### config.mk
export PLATFORM = sky130hd
export DESIGN_NAME = decoder_onehot_seq_flat
export DESIGN_NICKNAME = d
export VERILOG_FILES = /design/src/rtl/decoder_onehot_seq_if.sv /design/src/rtl/decoder_onehot_seq.sv /design/src/flat_wrapper.sv
export SDC_FILE = /design/constraint.sdc
export NUM_CORES = 1
export LEC_CHECK = 0
export ABC_AREA = 1
export BUFFER_PORTS_ARGS = -buffer_cell sky130_fd_sc_hd__buf_4
export CORE_ASPECT_RATIO = 1.2
export CORE_UTILIZATION = 37
export DETAILED_ROUTE_END_ITERATION = 8
export SETUP_SLACK_MARGIN = 0.5
export SLEW_MARGIN = 25
export SYNTH_ARGS = -nofsm -noshare
export SYNTH_HDL_FRONTEND = slang
export SYNTH_SLANG_ARGS = --single-unit
### constraint.sdc
create_clock -name clk -period 1.5 [get_ports clk]
set_input_delay 0.15 -clock clk [delete_from_list [all_inputs] [get_ports clk]]
set_output_delay 0.15 -clock clk [all_outputs]
set_load 0.03 [all_outputs]
### src/rtl/decoder_onehot_seq_if.sv
// Select/strobe bundle for the one-hot decoder: handshaked select in, registered one-hot out.
interface decoder_onehot_seq_if #(
    parameter int SEL_W = 2,
    parameter int OUT_W = 4
);
    logic             clr;
    logic [SEL_W-1:0] sel;
    logic             in_valid;
    logic             in_ready;
    logic             scan_start;
    logic             scan_loop;
    logic [OUT_W-1:0] dec_out;
    logic             out_valid;
    logic [SEL_W-1:0] cur_idx;
    logic             scan_done;
    logic             sel_err;

    modport slave (
        input  clr, sel, in_valid, scan_start, scan_loop,
        output in_ready, dec_out, out_valid, cur_idx, scan_done, sel_err
    );

    modport master (
        output clr, sel, in_valid, scan_start, scan_loop,
        input  in_ready, dec_out, out_valid, cur_idx, scan_done, sel_err
    );
endinterface

### src/rtl/decoder_onehot_seq.sv
// Registered binary-to-one-hot decoder with a direct (handshaked) mode and an
// auto-walking scan mode that holds each output high for DWELL cycles.
module decoder_onehot_seq #(
    parameter int SEL_W = 2,
    parameter int OUT_W = 4,
    parameter int DWELL = 3
) (
    input  logic                 clk,
    input  logic                 rst,
    decoder_onehot_seq_if.slave  bus
);
    localparam int CNT_W = (DWELL > 1) ? $clog2(DWELL) : 1;

    typedef enum logic [1:0] {
        IDLE = 2'd0,
        HOLD = 2'd1,
        SCAN = 2'd2
    } state_t;

    state_t           state_q;
    logic [OUT_W-1:0] dec_q;
    logic             vld_q;
    logic [SEL_W-1:0] idx_q;
    logic             done_q;
    logic             err_q;
    logic [CNT_W-1:0] cnt_q;

    logic dwell_end;
    logic last_idx;
    logic sel_ok;

    assign dwell_end = (cnt_q == CNT_W'(DWELL - 1));
    assign last_idx  = (idx_q == SEL_W'(OUT_W - 1));
    // Codes at or above OUT_W exist only when OUT_W < 2**SEL_W.
    assign sel_ok    = (32'(bus.sel) < 32'(OUT_W));

    always_ff @(posedge clk or posedge rst) begin
        if (rst) begin
            state_q <= IDLE;
            dec_q   <= '0;
            vld_q   <= 1'b0;
            idx_q   <= '0;
            done_q  <= 1'b0;
            err_q   <= 1'b0;
            cnt_q   <= '0;
        end else begin
            done_q <= 1'b0;
            err_q  <= 1'b0;
            if (bus.clr) begin
                state_q <= IDLE;
                dec_q   <= '0;
                vld_q   <= 1'b0;
                idx_q   <= '0;
                cnt_q   <= '0;
            end else begin
                case (state_q)
                    IDLE, HOLD: begin
                        if (bus.in_valid) begin
                            state_q <= HOLD;
                            if (sel_ok) begin
                                dec_q <= OUT_W'(1) << bus.sel;
                                vld_q <= 1'b1;
                                idx_q <= bus.sel;
                            end else begin
                                dec_q <= '0;
                                vld_q <= 1'b0;
                                err_q <= 1'b1;
                            end
                        end else if (bus.scan_start) begin
                            state_q <= SCAN;
                            dec_q   <= OUT_W'(1);
                            vld_q   <= 1'b1;
                            idx_q   <= '0;
                            cnt_q   <= '0;
                        end
                    end
                    SCAN: begin
                        if (dwell_end) begin
                            cnt_q <= '0;
                            if (last_idx) begin
                                done_q <= 1'b1;
                                idx_q  <= '0;
                                // Looping restarts at output 0 on the wrap edge itself, no gap.
                                if (bus.scan_loop) begin
                                    dec_q <= OUT_W'(1);
                                    vld_q <= 1'b1;
                                end else begin
                                    state_q <= IDLE;
                                    dec_q   <= '0;
                                    vld_q   <= 1'b0;
                                end
                            end else begin
                                dec_q <= dec_q << 1;
                                idx_q <= idx_q + 1'b1;
                            end
                        end else begin
                            cnt_q <= cnt_q + 1'b1;
                        end
                    end
                    default: state_q <= IDLE;
                endcase
            end
        end
    end

    assign bus.in_ready  = (state_q != SCAN);
    assign bus.dec_out   = dec_q;
    assign bus.out_valid = vld_q;
    assign bus.cur_idx   = idx_q;
    assign bus.scan_done = done_q;
    assign bus.sel_err   = err_q;
endmodule

### src/flat_wrapper.sv
// flat-port wrapper written by rule: the top's interface ports become plain ports
module decoder_onehot_seq_flat 
#(
    parameter int SEL_W = 2,
    parameter int OUT_W = 4,
    parameter int DWELL = 3
)
  (clk, rst, bus_clr, bus_sel, bus_in_valid, bus_scan_start, bus_scan_loop, bus_in_ready, bus_dec_out, bus_out_valid, bus_cur_idx, bus_scan_done, bus_sel_err);
  decoder_onehot_seq_if #(.SEL_W(SEL_W), .OUT_W(OUT_W)) bus_i ();
  input  logic clk;
  input  logic rst;
  input wire logic [$bits(bus_i.clr)-1:0] bus_clr;
  input wire logic [$bits(bus_i.sel)-1:0] bus_sel;
  input wire logic [$bits(bus_i.in_valid)-1:0] bus_in_valid;
  input wire logic [$bits(bus_i.scan_start)-1:0] bus_scan_start;
  input wire logic [$bits(bus_i.scan_loop)-1:0] bus_scan_loop;
  output wire logic [$bits(bus_i.in_ready)-1:0] bus_in_ready;
  output wire logic [$bits(bus_i.dec_out)-1:0] bus_dec_out;
  output wire logic [$bits(bus_i.out_valid)-1:0] bus_out_valid;
  output wire logic [$bits(bus_i.cur_idx)-1:0] bus_cur_idx;
  output wire logic [$bits(bus_i.scan_done)-1:0] bus_scan_done;
  output wire logic [$bits(bus_i.sel_err)-1:0] bus_sel_err;
  assign bus_i.clr = bus_clr;
  assign bus_i.sel = bus_sel;
  assign bus_i.in_valid = bus_in_valid;
  assign bus_i.scan_start = bus_scan_start;
  assign bus_i.scan_loop = bus_scan_loop;
  assign bus_in_ready = bus_i.in_ready;
  assign bus_dec_out = bus_i.dec_out;
  assign bus_out_valid = bus_i.out_valid;
  assign bus_cur_idx = bus_i.cur_idx;
  assign bus_scan_done = bus_i.scan_done;
  assign bus_sel_err = bus_i.sel_err;
  decoder_onehot_seq #(.SEL_W(SEL_W), .OUT_W(OUT_W), .DWELL(DWELL)) u_core (.clk(clk), .rst(rst), .bus(bus_i));
endmodule
==> results of run 1 <==
[how the worst min path moves through the flow]
stage	cells past startpoint	slack, ps	end
after CTS	3	130	u_core.state_q[0]
after global routing	3	150	u_core.state_q[0]
after detailed placement	2	210	u_core.bus.dec_out[3]
after global placement	2	200	u_core.bus.dec_out[3]
after floorplan	1	10	u_core.bus.dec_out[0]
final	3	160	u_core.state_q[0]
[critical path, delay by kind of cell (launching register included)]
kind                   cells  cell delay [ps]
AOI/OAI and AO/OA          2              290
DFF                        1              450
buffers and inverters      1              130
and+or+nand+nor            2              220
[state kept, by name, indices dropped and copies added, names as in the netlist]
register              count
u_core.state_q            2
u_core.bus.dec_out        4
u_core.bus.cur_idx        2
u_core.bus.scan_done      1
u_core.cnt_q              2
u_core.bus.out_valid      1
[metrics by stage]
step	total power, mW	cell area, sq um	cells	setup slack, ps
3_3_place_gp	0.696	971	157	275
5_1_grt	1.10	1220	177	229
6_report	1.04	1220	177	280
4_1_cts	1.00	1160	174	300
2_1_floorplan	0.610	830	113	384
3_5_place_dp	0.700	971	157	257
[Yosys cell counts]
cell	number
buf_6	1
inv_2	2
buf_4	1
nor2_2	2
nand2_1	38
o21ai_2	7
nand2_2	4
nor2_1	6
dfrtp_1	12
nand3_1	14
nor2_4	2
conb_1	1
inv_1	13
ha_1	1
nor3_1	1
o21ai_0	7
buf_2	1
[logic make-up (layout without fill, tap and decap cells)]
logic type | count (synthesis) | in the layout | synth area share [%]
simple gates | 67 | 68 | 37.9
buf+inv | 18 | 51 | 10.1
compound gates | 14 | 14 | 12.1
flops | 12 | 12 | 37.9
fa+ha+maj | 1 | 1 | 1.58
other cells | 1 | 1 | 0.473
[layer usage]
metal	up-vias	part of all wire, %	GRT usage [%]
li1	421	-	-
met1	386	42	25.7
met2	19	53	34.1
met3	2	3.8	4.14
met4	0	0.58	7.58
met5	-	0	0
[layout by cell type, fill, tap and decap left out, drive strengths merged]
cell	count
nand2	43
nand3	14
inv	15
buf	31
dlygate4sd3	1
clkbuf	4
o21ai	14
nor2	10
dfrtp	12
nor3	1
conb	1
ha	1
[power breakdown]
part | total, mW | switching (mW) | internal [mW]
clock | 0.223 | 0.120 | 0.103
sequential | 0.393 | 0.0357 | 0.358
combinational | 0.419 | 0.233 | 0.186
total | 1.04 | 0.388 | 0.647
[cell type report]
class,instances,area share (%)
repair buffers,32,22.6
well taps,30,3.07
flip-flops and latches,12,24.9
inverters,15,5.01
multi-input cells,84,42.2
clock buffers,4,2.15
[what timing repair did]
action | CTS | global route
buffers inserted | 11 | 3
endpoints found under the setup margin | 17 | 20
hold buffers | 1 | 0
cloned | 1 | 0
pin swaps | 9 | 9
hold endpoints to repair | 12 | 0
gates resized for setup | 14 | 16
==> reports/metrics.cfg, run 1 <==
[status]
outcome = finished clean

[drt]
drt-initial-drc-count = 14
ant_nets = 0
route.detailed.drc = 0
drt-pass1-iter-count = 4
vias = 828
drt_wl_total_mm = 2.06
wl_per_cell_microns = 11.6
viasPerCell = 4.68

[cells_and_area]
drive_above_1_share_pct = 45.6
area_growth_syn_to_layout_pct = 54.3
n_antenna_cell = 0
multiInputGateArea_sq_um = 517
utilization_pct = 59.7
n_fill_cell = 193
final_nets = 157
register_area_sq_um = 305

[floorplanning]
chipHeight_microns = 52.7
core-area_sq_mm = 0.00205
die_width_microns = 44.3
initial_core_util_pct = 38.7
rows = 18
die_area_sq_mm = 0.00233
ios = 18

[worst_setup_path]
crit_path_end = u_core.bus.dec_out[0]
r2r-start = u_core.state_q[0]
crit_fanout = 6
reg2regPathDepth = 5
crit_type = flip-flop to flip-flop
cp_slowest_stage_delay_ps = 450
worst_path_max_delay_cell = dfrtp_2
timing.rr.end = u_core.bus.dec_out[0]
r2r_slack_ps = 280
crit_path_end_kind = flip-flop
cp-startpoint = u_core.state_q[0]
setup.worst_path.start_class = flip-flop
worst-endpoint-arrival_ps = 1390
path_cells = buf_6, o21ai_4, nand2_4, nand2_2, o21ai_2
cp.required_ps = 1660

[sta]
whs_ps = 158
fin_crit_sh_pct = 81.4
finalClockSkew_ps = 15.5
drv_slew = 0
fmax_mhz = 819
setup_viol = 0
period_minus_slack_ps = 1220
rsz0062_at_grt = yes
tns_ps = 0
hold_viol = 0

[clock_network]
clkSlewWorstSetupHoldPaths_ps = 90
cts_root_buffer = clkbuf_4
cts_tree = built
cts_buffers = 3
h-tree-depth = 1
clk_path_buf_depth = 2
cts.sinks = 12
insertion_delay_ps = 280

[logic_synthesis]
synth_seq_area_share_pct = 37.9
ys_top_cells_by_area = dfrtp_1 (38%), nand2_1 (18%), nand3_1 (8.8%)
avgSynthCellArea_sq_um = 7.02
netlist_instances = 113
syn-num-nets = 122
yosys.area.top_type_share_pct = 37.9
ys_ff_latch = 12
synth_top_cell_by_area = dfrtp_1
ys_types = 17
syn-cell-area_sq_um = 793
ys_warn_count = 0

[min_path]
hold_class = primary input to flip-flop
hp-start = bus_in_valid

[run]
drv_cap = 0

[placement]
dp_hpwl_mm = 1.31
port_buffers = 16
routabilityCongestion = 0.801

[pwr]
powerDensity_mw_per_mm2 = 846
p_leak_nw = 0.609
irDropWorstVdd_uv = 538

[global_route]
grt_max_degree = 13
overflow = 0
grt_pass1_wl_mm = 3.40
grt_pass1_vias = 749
grtUsageTotal_pct = 20.5
antenna_found_initial = 0

Power figures use the tool's default switching activity.
==> run 2, diff against run 1 <==
--- a/config.mk
+++ b/config.mk
@@ -5,7 +5,7 @@
 export SDC_FILE = /design/constraint.sdc
 export NUM_CORES = 1
 export LEC_CHECK = 0
-export ABC_AREA = 1
+export ABC_AREA = 0
 export BUFFER_PORTS_ARGS = -buffer_cell sky130_fd_sc_hd__buf_4
 export CORE_ASPECT_RATIO = 1.2
 export CORE_UTILIZATION = 37
==> constraint.sdc (replaced) <==
create_clock -name clk -period 1.3 [get_ports clk]
set_input_delay 0.13 -clock clk [delete_from_list [all_inputs] [get_ports clk]]
set_output_delay 0.13 -clock clk [all_outputs]
set_load 0.03 [all_outputs]
==> run 2 against run 1 <==
Net effect: the flow now finishes with violations (negative hold slack, negative setup slack); via count is 2.8% lower; sequential share of layout area is 2.5 points lower; flip-flop and latch count stayed put; power is 6.5% higher; largest power group is now sequential cells; combinational power is 12% lower; critical path type unchanged; first-iteration DRC count is 29% higher; worst hold slack worse by 300 ps; critical path depth is 1 lower; register-to-register slack worse by 400 ps; non-clock buffer count is 13 higher; maximum frequency is 14% lower; utilization is 15 points higher.
==> reports/metrics.cfg, run 2 <==
[cells_and_area]
stdcell_count = 140  ; -21%
n_antenna_cell = 0  ; unchanged
n_fill_cell = 132  ; -32%
final_common_cell = buf_4
layout_common_cells = buf_4 (24), buf_6 (21), dfrtp_1 (8)
drive_above_1_share_pct = 66.9  ; +21 points
final_nets = 131  ; -17%
area_growth_syn_to_layout_pct = 88.9
largest_reg_flops = 4  ; unchanged

[sta]
fin_crit_sh_pct = 109  ; +28 points
setup_viol = 9  ; +9
hold_viol = 12  ; +12
tns_ps = -462  ; -462 ps
finalClockSkew_ps = 4.05  ; -11.4 ps
whs_ps = -139  ; -296 ps
period_minus_slack_ps = 1420  ; +198 ps
fmax_mhz = 705  ; -14%
rsz0062_at_grt = yes
setup_slack_ps = -119  ; -398 ps
drv_slew = 0  ; unchanged

[worst_setup_path]
path_cells = ha_4, or4bb_1, o21ai_2, a22o_1
crit_type = flip-flop to flip-flop
crit_buf_inv = 0  ; -1
worst_path_max_delay_cell = or4bb_1
r2r_slack_ps = -120  ; -400 ps
crit_path_end = u_core.bus.dec_out[1]
reg2regPathDepth = 4  ; -1
crit_cells = 4  ; -1
crit_family = simple AND/OR/NAND/NOR gates
r2r-start = u_core.bus.cur_idx[1]
cp-startpoint = u_core.bus.cur_idx[1]
crit_path_end_kind = flip-flop
worst-endpoint-arrival_ps = 1650  ; +260 ps
setup.worst_path.start_class = flip-flop
timing.rr.end = u_core.bus.dec_out[1]
crit_fanout = 3  ; -3
cp.required_ps = 1530  ; -130 ps
cp_slowest_stage_delay_ps = 530  ; +80 ps

[drt]
wl_per_cell_microns = 17.3  ; +49%
viasPerCell = 5.75  ; +23%
ant_nets = 0  ; unchanged
drt-pass1-iter-count = 4  ; unchanged
drt-initial-drc-count = 18  ; +4
vias = 805  ; -2.8%
drt_wl_total_mm = 2.43  ; +18%
route.detailed.drc = 0  ; unchanged

[logic_synthesis]
yosys.area.top_type_share_pct = 41.7  ; +3.8 points
yosysMostFrequentCell = dfrtp_1
synth_common_cells = dfrtp_1 (12), a21oi_1 (5), inv_1 (5)
syn-cell-area_sq_um = 721  ; -9.1%
synth_edf_count = 0  ; unchanged
synth_top_cell_by_area = dfrtp_1
ys_top_cells_by_area = dfrtp_1 (42%), a211oi_1 (4.2%), nand3b_1 (4.2%)
avgSynthCellArea_sq_um = 9.48  ; +35%
ys_ff_latch = 12  ; unchanged
ys_types = 36  ; +19
netlist_instances = 76  ; -33%
synth_ff_type = dfrtp_1
synth_seq_area_share_pct = 41.7  ; +3.8 points
ys_warn_count = 0  ; unchanged
syn-num-nets = 85  ; -30%
async_reset_ff_share_pct = 100  ; unchanged

[global_route]
overflow = 0  ; unchanged
grt_pass1_vias = 718  ; -4.1%
antenna_found_initial = 0  ; unchanged
grt_max_degree = 17  ; +4
grtUsageTotal_pct = 20.7  ; +0.22 points
grt_pass1_wl_mm = 3.28  ; -3.6%

[placement]
dp_hpwl_mm = 1.43  ; +8.8%
place_ws_ps = -35.7  ; -293 ps
routabilityCongestion = 0.849  ; +6.0%
dpl.cell_count = 119  ; -24%
port_buffers = 16  ; unchanged

[clock_network]
clk_path_buf_depth = 2  ; unchanged
clkSlewWorstSetupHoldPaths_ps = 80  ; about the same
cts_buffers = 3  ; unchanged
cts.sinks = 12  ; unchanged
insertion_delay_ps = 280  ; about the same
cts_root_buffer = clkbuf_4
cts_tree = built
h-tree-depth = 1  ; unchanged

[pwr]
internal_power_mw = 0.757  ; +17%
p_seq_share_pct = 38.3  ; +0.3 points
irDropWorstVdd_uv = 708  ; +32%
powerDensity_mw_per_mm2 = 810  ; -4.2%
clock_power_share_pct = 28.3  ; +6.8 points
finalPower_mw = 1.10  ; +6.5%
p_sw_mw = 0.346  ; -11%
p_leak_nw = 0.588  ; -3.3%
netSwitchingFraction_pct = 31.4  ; -6.2 points
combPwrFrac_pct = 33.4  ; -7.1 points

[floorplanning]
die_area_sq_mm = 0.00213  ; -8.8%
die_width_microns = 42.3  ; -4.5%
ios = 18  ; unchanged
initial_core_util_pct = 39.4  ; +0.69 points
chipHeight_microns = 50.3  ; -4.5%
rows = 17  ; -1
core-area_sq_mm = 0.00183  ; -11%

[status]
outcome = complete, but fails checks
violations = negative hold slack, negative setup slack

[run]
drv_cap = 0  ; unchanged

[min_path]
hold_class = primary input to async pin

run 2: cell types whose count changed after synthesis, sizes merged, moves of 4 or more:
| cell | before | now |
|---|---|---|
| a211oi | 0 | 4 |
| inv | 15 | 6 |
| o21ai | 14 | 4 |
| nand2 | 42 | 2 |
| nand3 | 14 | 1 |
| a21oi | 0 | 5 |
| nor2 | 10 | 3 |
| nand3b | 0 | 4 |
run 2: timing repair:
action,4_1_cts,5_1_grt
buffers inserted,8,9
endpoints found under the setup margin,21,21
pin swaps,9,12
gates resized for setup,27,26
hold endpoints to repair,12,12
run 2: worst register-to-register path, stage by stage (launching register included):
cell	delay (ps)
dfrtp_2	430
ha_4	170
or4bb_1	530
o21ai_2	90
a22o_1	140
run 2: through the flow:
| stage | instance area [sq um] | utilization (%) |
|---|---|---|
| after floorplan | 749 | - |
| after global placement | 960 | 52.5 |
| after detailed placement | 960 | 52.5 |
| after CTS | 1160 | 63.3 |
| after global routing | 1360 | 74.4 |
| final | 1360 | 74.4 |
run 2: worst min-delay path by stage:
stage               from                     to  slack (ps)  cells past startpoint
floorplan            rst  u_core.bus.dec_out[0]          -5                      1
global placement     rst        u_core.cnt_q[1]         180                      2
detailed placement   rst        u_core.cnt_q[1]         180                      2
CTS                  rst   u_core.bus.out_valid        -110                      2
global route         rst   u_core.bus.out_valid        -120                      2
finish               rst   u_core.bus.out_valid        -140                      2
run 2: cell type report:
cell class / count / area [sq um] / share of cell area (%)
Multi-Input combinational cell: 54 / 549 / 40.3
Inverter: 6 / 30.0 / 2.21
Timing Repair Buffer: 45 / 417 / 30.6
Sequential cell: 12 / 305 / 22.4
Tap cell: 19 / 23.8 / 1.75
Clock buffer: 4 / 36.3 / 2.67
run 2: layer usage:
metal  vias up  GRT usage [%]  share of wire [%]
met4         0           10.9                3.7
met2        26           35.9                 53
met3        10           2.16                3.2
met1       396           24.8                 40
li1        373              -                  -
met5         -              0                  0
run 2: logic make-up (layout without fill, tap and decap cells):
family,count (synthesis),in the layout,share of synthesized area [%]
AO/OA/AOI/OAI,24,24,23.6
flip-flops,12,12,41.7
AND/OR/NAND/NOR,28,28,26.4
buffers and inverters,10,55,6.08
other,1,1,0.520
adder cells (fa/ha/maj),1,1,1.74
run 2: power groups by stage:
stage / combinational [mW] / sequential [mW] / clock [mW]
after detailed placement: 0.241 / 0.423 / 0
after floorplan: 0.106 / 0.456 / 0
final: 0.368 / 0.422 / 0.313
after global routing: 0.390 / 0.425 / 0.333
after global placement: 0.239 / 0.423 / 0
after CTS: 0.298 / 0.420 / 0.307
==> run 3, diff against run 2 <==
--- a/config.mk
+++ b/config.mk
@@ -8,7 +8,8 @@
 export ABC_AREA = 0
 export BUFFER_PORTS_ARGS = -buffer_cell sky130_fd_sc_hd__buf_4
 export CORE_ASPECT_RATIO = 1.2
-export CORE_UTILIZATION = 37
+export CORE_UTILIZATION = 41
+export CTS_CLUSTER_DIAMETER = 150
 export DETAILED_ROUTE_END_ITERATION = 8
 export SETUP_SLACK_MARGIN = 0.5
 export SLEW_MARGIN = 25
==> constraint.sdc (replaced) <==
create_clock -name clk -period 1.3 [get_ports clk]
set_input_delay 0.13 -clock clk [delete_from_list [all_inputs] [get_ports clk]]
set_output_delay 0.13 -clock clk [all_outputs]
set_load 0.005 [all_outputs]
==> run 3 against run 2 <==
Net effect: the run still ends with negative hold slack, negative setup slack left; largest power group unchanged; die area is 9.4% lower; register-to-register slack hardly changed; largest cell class unchanged; critical endpoint unchanged; global-route usage up 1.9 points.
==> reports/metrics.cfg, run 3 (synthesis gave the netlist of run 2 again) <==
[sta]
period_minus_slack_ps = 1420  ; +1.64 ps
rsz0062_at_grt = yes
setup_slack_ps = -120  ; -1.64 ps
finalClockSkew_ps = 2.86  ; -1.18 ps
hold_viol = 12  ; unchanged
drv_slew = 0  ; unchanged
tns_ps = -493  ; -30.6 ps
setup_viol = 8  ; -1
whs_ps = -125  ; +14.0 ps
fmax_mhz = 704  ; -0.12%
fin_crit_sh_pct = 109  ; +0.13 points

[worst_setup_path]
crit_type = flip-flop to flip-flop
cp-startpoint = u_core.state_q[0]
crit_fanout = 6  ; +3
worst-endpoint-arrival_ps = 1630  ; -20 ps
r2r-start = u_core.state_q[0]
crit_path_end_kind = flip-flop
cp_slowest_stage_delay_ps = 510  ; -20 ps
worst_path_max_delay_cell = or4bb_1
cp.required_ps = 1510  ; -20 ps
reg2regPathDepth = 4  ; unchanged
crit_path_end = u_core.bus.dec_out[1]
setup.worst_path.start_class = flip-flop
timing.rr.end = u_core.bus.dec_out[1]
path_cells = buf_6, or4bb_1, o21ai_1, a22o_1
r2r_slack_ps = -120  ; about the same

[min_path]
hold_class = primary input to async pin

[clock_network]
insertion_delay_ps = 270  ; about the same
clkSlewWorstSetupHoldPaths_ps = 70  ; about the same
clk_path_buf_depth = 2  ; unchanged
cts_buffers = 3  ; unchanged
h-tree-depth = 1  ; unchanged
cts_root_buffer = clkbuf_4
cts_tree = built
cts.sinks = 12  ; unchanged

[pwr]
p_leak_nw = 0.533  ; -9.4%
combPwrFrac_pct = 30.3  ; -3.1 points
powerDensity_mw_per_mm2 = 767  ; -5.3%
finalPower_mw = 0.929  ; -16%
p_seq_share_pct = 45.6  ; +7.3 points
internal_power_mw = 0.671  ; -11%
p_sw_mw = 0.258  ; -25%
clock_power_share_pct = 24.1  ; -4.2 points
irDropWorstVdd_uv = 497  ; -30%
netSwitchingFraction_pct = 27.8  ; -3.6 points

[cells_and_area]
utilization_pct = 73.8  ; -0.64 points
largest_reg_flops = 4  ; unchanged
drive_above_1_share_pct = 54.9  ; -12 points
multiInputGateArea_sq_um = 463  ; -16%
layout_common_cells = buf_6 (20), buf_4 (17), dfrtp_1 (10)
stdcell_area_sq_mm = 0.00121  ; -11%
final_nets = 124  ; -5.3%
register_area_sq_um = 303  ; -0.82%
stdcell_count = 131  ; -6.4%
final_common_cell = buf_6
n_antenna_cell = 0  ; unchanged
area_growth_syn_to_layout_pct = 68.1
n_fill_cell = 134  ; +1.5%

[floorplanning]
ios = 18  ; unchanged
initial_core_util_pct = 43.9  ; +4.5 points
die_width_microns = 40.3  ; -4.8%
rows = 16  ; -1
chipHeight_microns = 47.9  ; -4.8%
die_area_sq_mm = 0.00193  ; -9.4%
core-area_sq_mm = 0.00164  ; -10%

[global_route]
overflow = 0  ; unchanged
grt_pass1_wl_mm = 2.84  ; -13%
grtUsageTotal_pct = 22.6  ; +1.9 points
antenna_found_initial = 0  ; unchanged
grt_max_degree = 17  ; unchanged
grt_pass1_vias = 654  ; -8.9%

[drt]
drt_wl_total_mm = 2.00  ; -18%
drt-initial-drc-count = 20  ; +2
drt-pass1-iter-count = 4  ; unchanged
wl_per_cell_microns = 15.3  ; -12%
route.detailed.drc = 0  ; unchanged
viasPerCell = 5.68  ; -1.2%
ant_nets = 0  ; unchanged
vias = 744  ; -7.6%

[placement]
port_buffers = 16  ; unchanged
dpl_cell_area_sq_um = 976  ; +1.7%
dpl.cell_count = 120  ; +0.84%
dp_hpwl_mm = 1.39  ; -2.2%
routabilityCongestion = 0.820  ; -3.4%

[status]
outcome = complete, but fails checks
violations = negative hold slack, negative setup slack

[run]
drv_cap = 0  ; unchanged

## run 3: final cells by class
type | instances | area share [%]
Clock buffer | 3 | 1.86
Multi-Input combinational cell | 54 | 38.2
Tap cell | 18 | 1.86
Timing Repair Buffer | 38 | 30.8
Sequential cell | 12 | 25.0
Inverter | 6 | 2.27
## run 3: worst min path at each step
stage,depth (start not counted),endpoint,start,slack (ps)
after floorplan,1,u_core.bus.cur_idx[0],rst,-5
final,2,u_core.cnt_q[0],rst,-120
after CTS,2,u_core.bus.cur_idx[0],rst,-110
after detailed placement,2,u_core.bus.dec_out[0],rst,190
after global placement,2,u_core.bus.dec_out[0],rst,180
after global routing,2,u_core.bus.dec_out[0],rst,-80
## run 3: worst max-delay path, delay by kind of cell, from the launching register on
family,cells,cell delay [ps]
flops,1,440
buf+inv,1,140
compound gates,2,270
simple gates,1,510
## run 3: what timing repair did
action,in CTS,in global routing
setup buffers,6,2
setup endpoints to repair,20,21
pin swaps,9,8
cloned,0,0
resized for setup,29,6
endpoints found under the hold margin,12,12
## run 3: power groups by stage
stage	Sequential (mW)	Clock (mW)	Combinational [mW]
after floorplan	0.423	0	0.105
after global placement	0.427	0	0.202
after detailed placement	0.428	0	0.203
after CTS	0.423	0.232	0.264
after global routing	0.426	0.244	0.303
final	0.424	0.224	0.281
## run 3: through the flow
stage / hold slack, ps / setup WS, ps
after floorplan: -5.30 / -7.40
after global placement: 179 / -69.5
after detailed placement: 187 / -86.2
after CTS: -108 / -59.3
after global routing: -77.4 / -173
final: -125 / -120
## run 3: metal layers
layer,vias to the layer above,wire length (microns),global-route usage [%]
met5,-,0,0
met4,0,74,12.7
met3,8,74,2.79
met2,23,999,38.4
met1,356,851,27.0
li1,357,-,-
